--- config.mk ---
export PLATFORM = sky130hd
export DESIGN_NAME = mem_port_arbiter
export DESIGN_NICKNAME = d
export VERILOG_FILES = /design/src/rtl/mem_port_arbiter.sv
export SDC_FILE = /design/constraint.sdc
export NUM_CORES = 1
export LEC_CHECK = 0
export BUFFER_PORTS_ARGS = -buffer_cell sky130_fd_sc_hd__buf_2
export CORE_AREA = 10 10 47 49
export CTS_CLUSTER_SIZE = 25
export DETAILED_ROUTE_END_ITERATION = 16
export DIE_AREA = 0 0 57 59
export SLEW_MARGIN = 20
export SYNTH_ARGS = -nofsm -noshare
export SYNTH_HDL_FRONTEND = slang
export SYNTH_SLANG_ARGS = --single-unit
--- constraint.sdc ---
create_clock -name clk -period 2.78 [get_ports clk]
set_clock_uncertainty 0.15 [all_clocks]
set_input_delay 0.278 -clock clk [delete_from_list [all_inputs] [get_ports clk]]
set_output_delay 0.278 -clock clk [all_outputs]
set_load 0.1 [all_outputs]
--- src/rtl/mem_port_arbiter.sv ---
// Arbitrates the shared mips16 instruction/data memory port between fetch (I) and load/store (D).
// Optional ARB_WDOG_EN adds a mem_ready watchdog that aborts stuck accesses and pulses err_o.
module mem_port_arbiter #(
  parameter int unsigned STARVE_MAX = 3,
  parameter int unsigned TIMEOUT    = 64
) (
  input  logic clk,
  input  logic rst_n,
  input  logic if_req_i,
  input  logic d_req_i,
  input  logic d_we_i,
  input  logic mem_ready_i,
  output logic mem_req_o,
  output logic mem_we_o,
  output logic addr_sel_o,
  output logic if_ack_o,
  output logic d_ack_o,
  output logic busy_o,
  output logic err_o
);

  typedef enum logic [1:0] {StIdle, StBusyI, StBusyD} state_e;

  localparam logic [3:0] StarveMax = 4'(STARVE_MAX);

  state_e     state_q, state_d;
  logic [3:0] starve_cnt_q, starve_cnt_d;
  logic       mem_req_q, mem_req_d;
  logic       mem_we_q, mem_we_d;
  logic       addr_sel_q, addr_sel_d;
  logic       busy_q, busy_d;
  logic       abort;

`ifdef ARB_WDOG_EN
  localparam int unsigned WaitW = $clog2(TIMEOUT);
  localparam logic [WaitW-1:0] WaitLast = WaitW'(TIMEOUT - 1);

  logic [WaitW-1:0] wait_cnt_q, wait_cnt_d;

  assign abort = (state_q != StIdle) && !mem_ready_i && (wait_cnt_q == WaitLast);

  always_comb begin
    wait_cnt_d = wait_cnt_q;
    if (state_q == StIdle) begin
      wait_cnt_d = '0;
    end else if (!mem_ready_i) begin
      wait_cnt_d = wait_cnt_q + 1'b1;
    end
  end

  always_ff @(posedge clk or negedge rst_n) begin
    if (!rst_n) begin
      wait_cnt_q <= '0;
    end else begin
      wait_cnt_q <= wait_cnt_d;
    end
  end
`else
  assign abort = 1'b0;
`endif

  always_comb begin
    state_d      = state_q;
    starve_cnt_d = starve_cnt_q;
    mem_req_d    = mem_req_q;
    mem_we_d     = mem_we_q;
    addr_sel_d   = addr_sel_q;
    busy_d       = busy_q;
    unique case (state_q)
      StIdle: begin
        // Fetch wins only once data has hogged the port STARVE_MAX times in a row.
        if (if_req_i && (starve_cnt_q == StarveMax)) begin
          state_d      = StBusyI;
          mem_req_d    = 1'b1;
          addr_sel_d   = 1'b0;
          mem_we_d     = 1'b0;
          busy_d       = 1'b1;
          starve_cnt_d = '0;
        end else if (d_req_i) begin
          state_d    = StBusyD;
          mem_req_d  = 1'b1;
          addr_sel_d = 1'b1;
          mem_we_d   = d_we_i;
          busy_d     = 1'b1;
          if (!if_req_i) begin
            starve_cnt_d = '0;
          end else if (starve_cnt_q < StarveMax) begin
            starve_cnt_d = starve_cnt_q + 4'd1;
          end
        end else if (if_req_i) begin
          state_d      = StBusyI;
          mem_req_d    = 1'b1;
          addr_sel_d   = 1'b0;
          mem_we_d     = 1'b0;
          busy_d       = 1'b1;
          starve_cnt_d = '0;
        end
      end
      StBusyI, StBusyD: begin
        if (mem_ready_i || abort) begin
          state_d    = StIdle;
          mem_req_d  = 1'b0;
          mem_we_d   = 1'b0;
          addr_sel_d = 1'b0;
          busy_d     = 1'b0;
        end
      end
      default: state_d = StIdle;
    endcase
  end

  always_ff @(posedge clk or negedge rst_n) begin
    if (!rst_n) begin
      state_q      <= StIdle;
      starve_cnt_q <= '0;
      mem_req_q    <= 1'b0;
      mem_we_q     <= 1'b0;
      addr_sel_q   <= 1'b0;
      busy_q       <= 1'b0;
    end else begin
      state_q      <= state_d;
      starve_cnt_q <= starve_cnt_d;
      mem_req_q    <= mem_req_d;
      mem_we_q     <= mem_we_d;
      addr_sel_q   <= addr_sel_d;
      busy_q       <= busy_d;
    end
  end

  // An aborted access still acks so the stalled stage can move on.
  assign if_ack_o   = (state_q == StBusyI) && (mem_ready_i || abort);
  assign d_ack_o    = (state_q == StBusyD) && (mem_ready_i || abort);
  assign err_o      = abort;
  assign mem_req_o  = mem_req_q;
  assign mem_we_o   = mem_we_q;
  assign addr_sel_o = addr_sel_q;
  assign busy_o     = busy_q;

endmodule

==> results by group <==
Timing
  • Final setup viols: 0
  • Max Freq: 551.3 MHz
  • Post-Route Setup TNS: 0 ps
  • Period utilization: 65.25%
  • Final hold violation count: 0
  • RSZ-0062 raised after global routing: false
  • Fin crit period: 1814 ps
  • Slew Viols, Final: 0

Drt
  • Pre-Repair DR Iteration Count: 4
  • DRT antenna net count: 0
  • DRC: 0
  • Post-Route WL: 1057 um
  • Routed length per placed instance: 13.05 um
  • Drt via density: 5.111
  • DR iter-0 viols: 6
  • Vias: 414

Floorplan
  • Core area: 1401 sq um
  • Die area: 3363 sq um
  • Starting Density: 38.04%
  • Die height: 59 um
  • FP Rows: 14
  • Die width: 57 um
  • Num ports: 13

Global route
  • Vias in the first global route: 415
  • Gr usage total: 6.321%
  • Largest net degree at the start of global routing: 10
  • First-pass GRT wire length: 1704 um
  • Gr ovfl total: 0
  • Initial antenna violation count: 0

Clocking
  • CTS tree: done
  • H-tree levels: 1
  • Setup Fix Bufs, Post-CTS: 0
  • Clk pin slew, worst setup/hold paths: 60 ps
  • TritonCTS Buffers: 3
  • Num Clock Sinks: 9
  • Root Buffer: clkbuf_4
  • Clock Path Buffers: 2
  • Latest clock arrival within the worst-skew pair: 250 ps

Synth
  • Synth cell types: 29
  • Post-Syn Instances: 53
  • YS warnings: 0
  • Number of synthesized register bits: 9
  • Mapped Area: 533.0 sq um
  • Syn_area_per_cell: 10.06 sq um
  • Syn_nets: 63
  • Seq/Total Area, Yosys: 42.25%

Critical path
  • CP max stage delay: 420 ps
  • CP required: 2350 ps
  • CP startpoint kind: register
  • Arr. time, crit path: 1390 ps
  • Crit path cell chain: inv_1, ha_1, and2_1, buf_2
  • Crit end category: primary output
  • Critical path peak fanout: 3
  • Crit path max-delay cell type: buf_2
  • Critical path class: reg -> out

Place
  • IO Port Bufs: 11
  • Dpl cell area: 576.8 sq um
  • DP HPWL: 802.1 um
  • Global placer's final weighted congestion: 0.6769

Final layout
  • Most frequent cells in the layout: buf_2, dfrtp_1, inv_1, and2_1, ha_1
  • Final net count: 76
  • ANT cells: 0
  • Layout filler cell count: 154
  • Layout cells sized above 1: 23.08%
  • Area grow syn2layout: 15.02%
  • Most common cell after layout, fill and taps aside: buf_2
  • Finished layout cell area: 613.1 sq um

Min path
  • Worst hold-check path type: in -> reg

Run
  • Max-cap violations: 0

Status
  • Status: complete, no violations
==> cell type report <==
type                            count  area [sq um]  share of cell area (%)
Timing Repair Buffer               12         65.06                   10.61
Clock buffer                        4         26.28                   4.286
Sequential cell                     9         225.2                   36.73
Tap cell                           16         20.02                   3.265
Inverter                            5         18.77                   3.061
Multi-Input combinational cell     35         257.7                   42.04
==> stage by stage <==
stage / util [%] / hold WS, ps / setup WS (ps) / cells
2_1_floorplan: - / -167.6 / 1002 / 53
3_3_place_gp: 41.16 / -5.077 / 1209 / 76
3_5_place_dp: 41.16 / -2.947 / 1161 / 76
4_1_cts: 43.75 / 131.8 / 931.3 / 81
5_1_grt: 43.75 / 160.3 / 866.0 / 81
6_report: 43.75 / 138.3 / 966.0 / 81
==> critical path: cells and delay by family (launching register included) <==
kind | cells | cell delay (ps)
buffers and inverters | 2 | 520
flip-flops | 1 | 380
AND/OR/NAND/NOR | 1 | 100
adder cells (fa/ha/maj) | 1 | 140
==> cell usage after synthesis <==
library cell	n	share of area, %
a211oi_1	1	1.4
a21boi_0	1	1.4
a21oi_1	1	0.94
a22o_1	1	1.6
a32o_1	1	1.9
and2_1	4	4.7
buf_2	1	0.94
buf_4	2	2.8
buf_6	1	2.1
conb_1	1	0.70
dfrtp_1	9	42
ha_1	4	9.4
inv_1	5	3.5
mux2_2	1	2.1
nand2_1	3	2.1
nand3_1	1	0.94
nand3b_1	1	1.4
nand4b_1	1	1.6
nand4bb_1	1	2.1
nor2_1	2	1.4
nor2b_1	1	1.2
nor3_1	1	0.94
o211ai_1	1	1.4
o21a_1	1	1.4
o21ai_0	2	1.9
o221ai_1	1	1.6
o32ai_1	2	3.3
or3_1	1	1.2
xor2_1	1	1.6
==> repair_timing <==
| item | CTS | global route |
|---|---|---|
| hold buffers | 1 | 0 |
| hold endpoints to repair | 9 | 0 |
| gates resized for setup | 0 | 0 |
==> sequential cells by signal (all words and copies together) (netlist names) <==
name / flops
mem_we_o: 1
starve_cnt_q: 4
addr_sel_o: 1
busy_o: 1
state_q: 2
==> final timing paths <==
check / start / to / slack [ps] / cells after the start
worst min-delay path: d_we_i / mem_we_o$_DFFE_PN0P_ / 140 / 3
worst max-delay path: state_q[1]$_DFFE_PN0P_ / if_ack_o / 970 / 4
worst max register to register: state_q[0]$_DFFE_PN0P_ / addr_sel_o$_DFFE_PN0P_ / 1150 / 5
worst min register to register: addr_sel_o$_DFFE_PN0P_ / addr_sel_o$_DFFE_PN0P_ / 370 / 2
max in group asynchronous: rst_n / starve_cnt_q[2]$_DFFE_PN0P_ / 2040 / 2
min in group asynchronous: rst_n / state_q[0]$_DFFE_PN0P_ / 260 / 2
==> metal layers <==
layer | GRT usage [%] | vias up | share of wire (%)
met5 | 0 | - | 0
met4 | 5.034 | 0 | 0.47
met3 | 3.219 | 2 | 8.3
met2 | 9.612 | 9 | 48
met1 | 6.448 | 196 | 43
li1 | - | 207 | -
==> cells by family (layout without fill, tap and decap cells) <==
logic type / count (synthesis) / in the layout / share of synthesized area, %
AO/OA/AOI/OAI: 12 / 12 / 16.90
XOR/XNOR: 1 / 1 / 1.643
adder cells (fa/ha/maj): 4 / 4 / 9.390
buffers and inverters: 9 / 21 / 9.388
flip-flops: 9 / 9 / 42.25
multiplexers: 1 / 1 / 2.113
other: 1 / 1 / 0.7035
AND/OR/NAND/NOR: 16 / 16 / 17.61
Power is not shown: default switching activity piles up to over one toggle a cycle in this logic, so the estimate is an artifact.
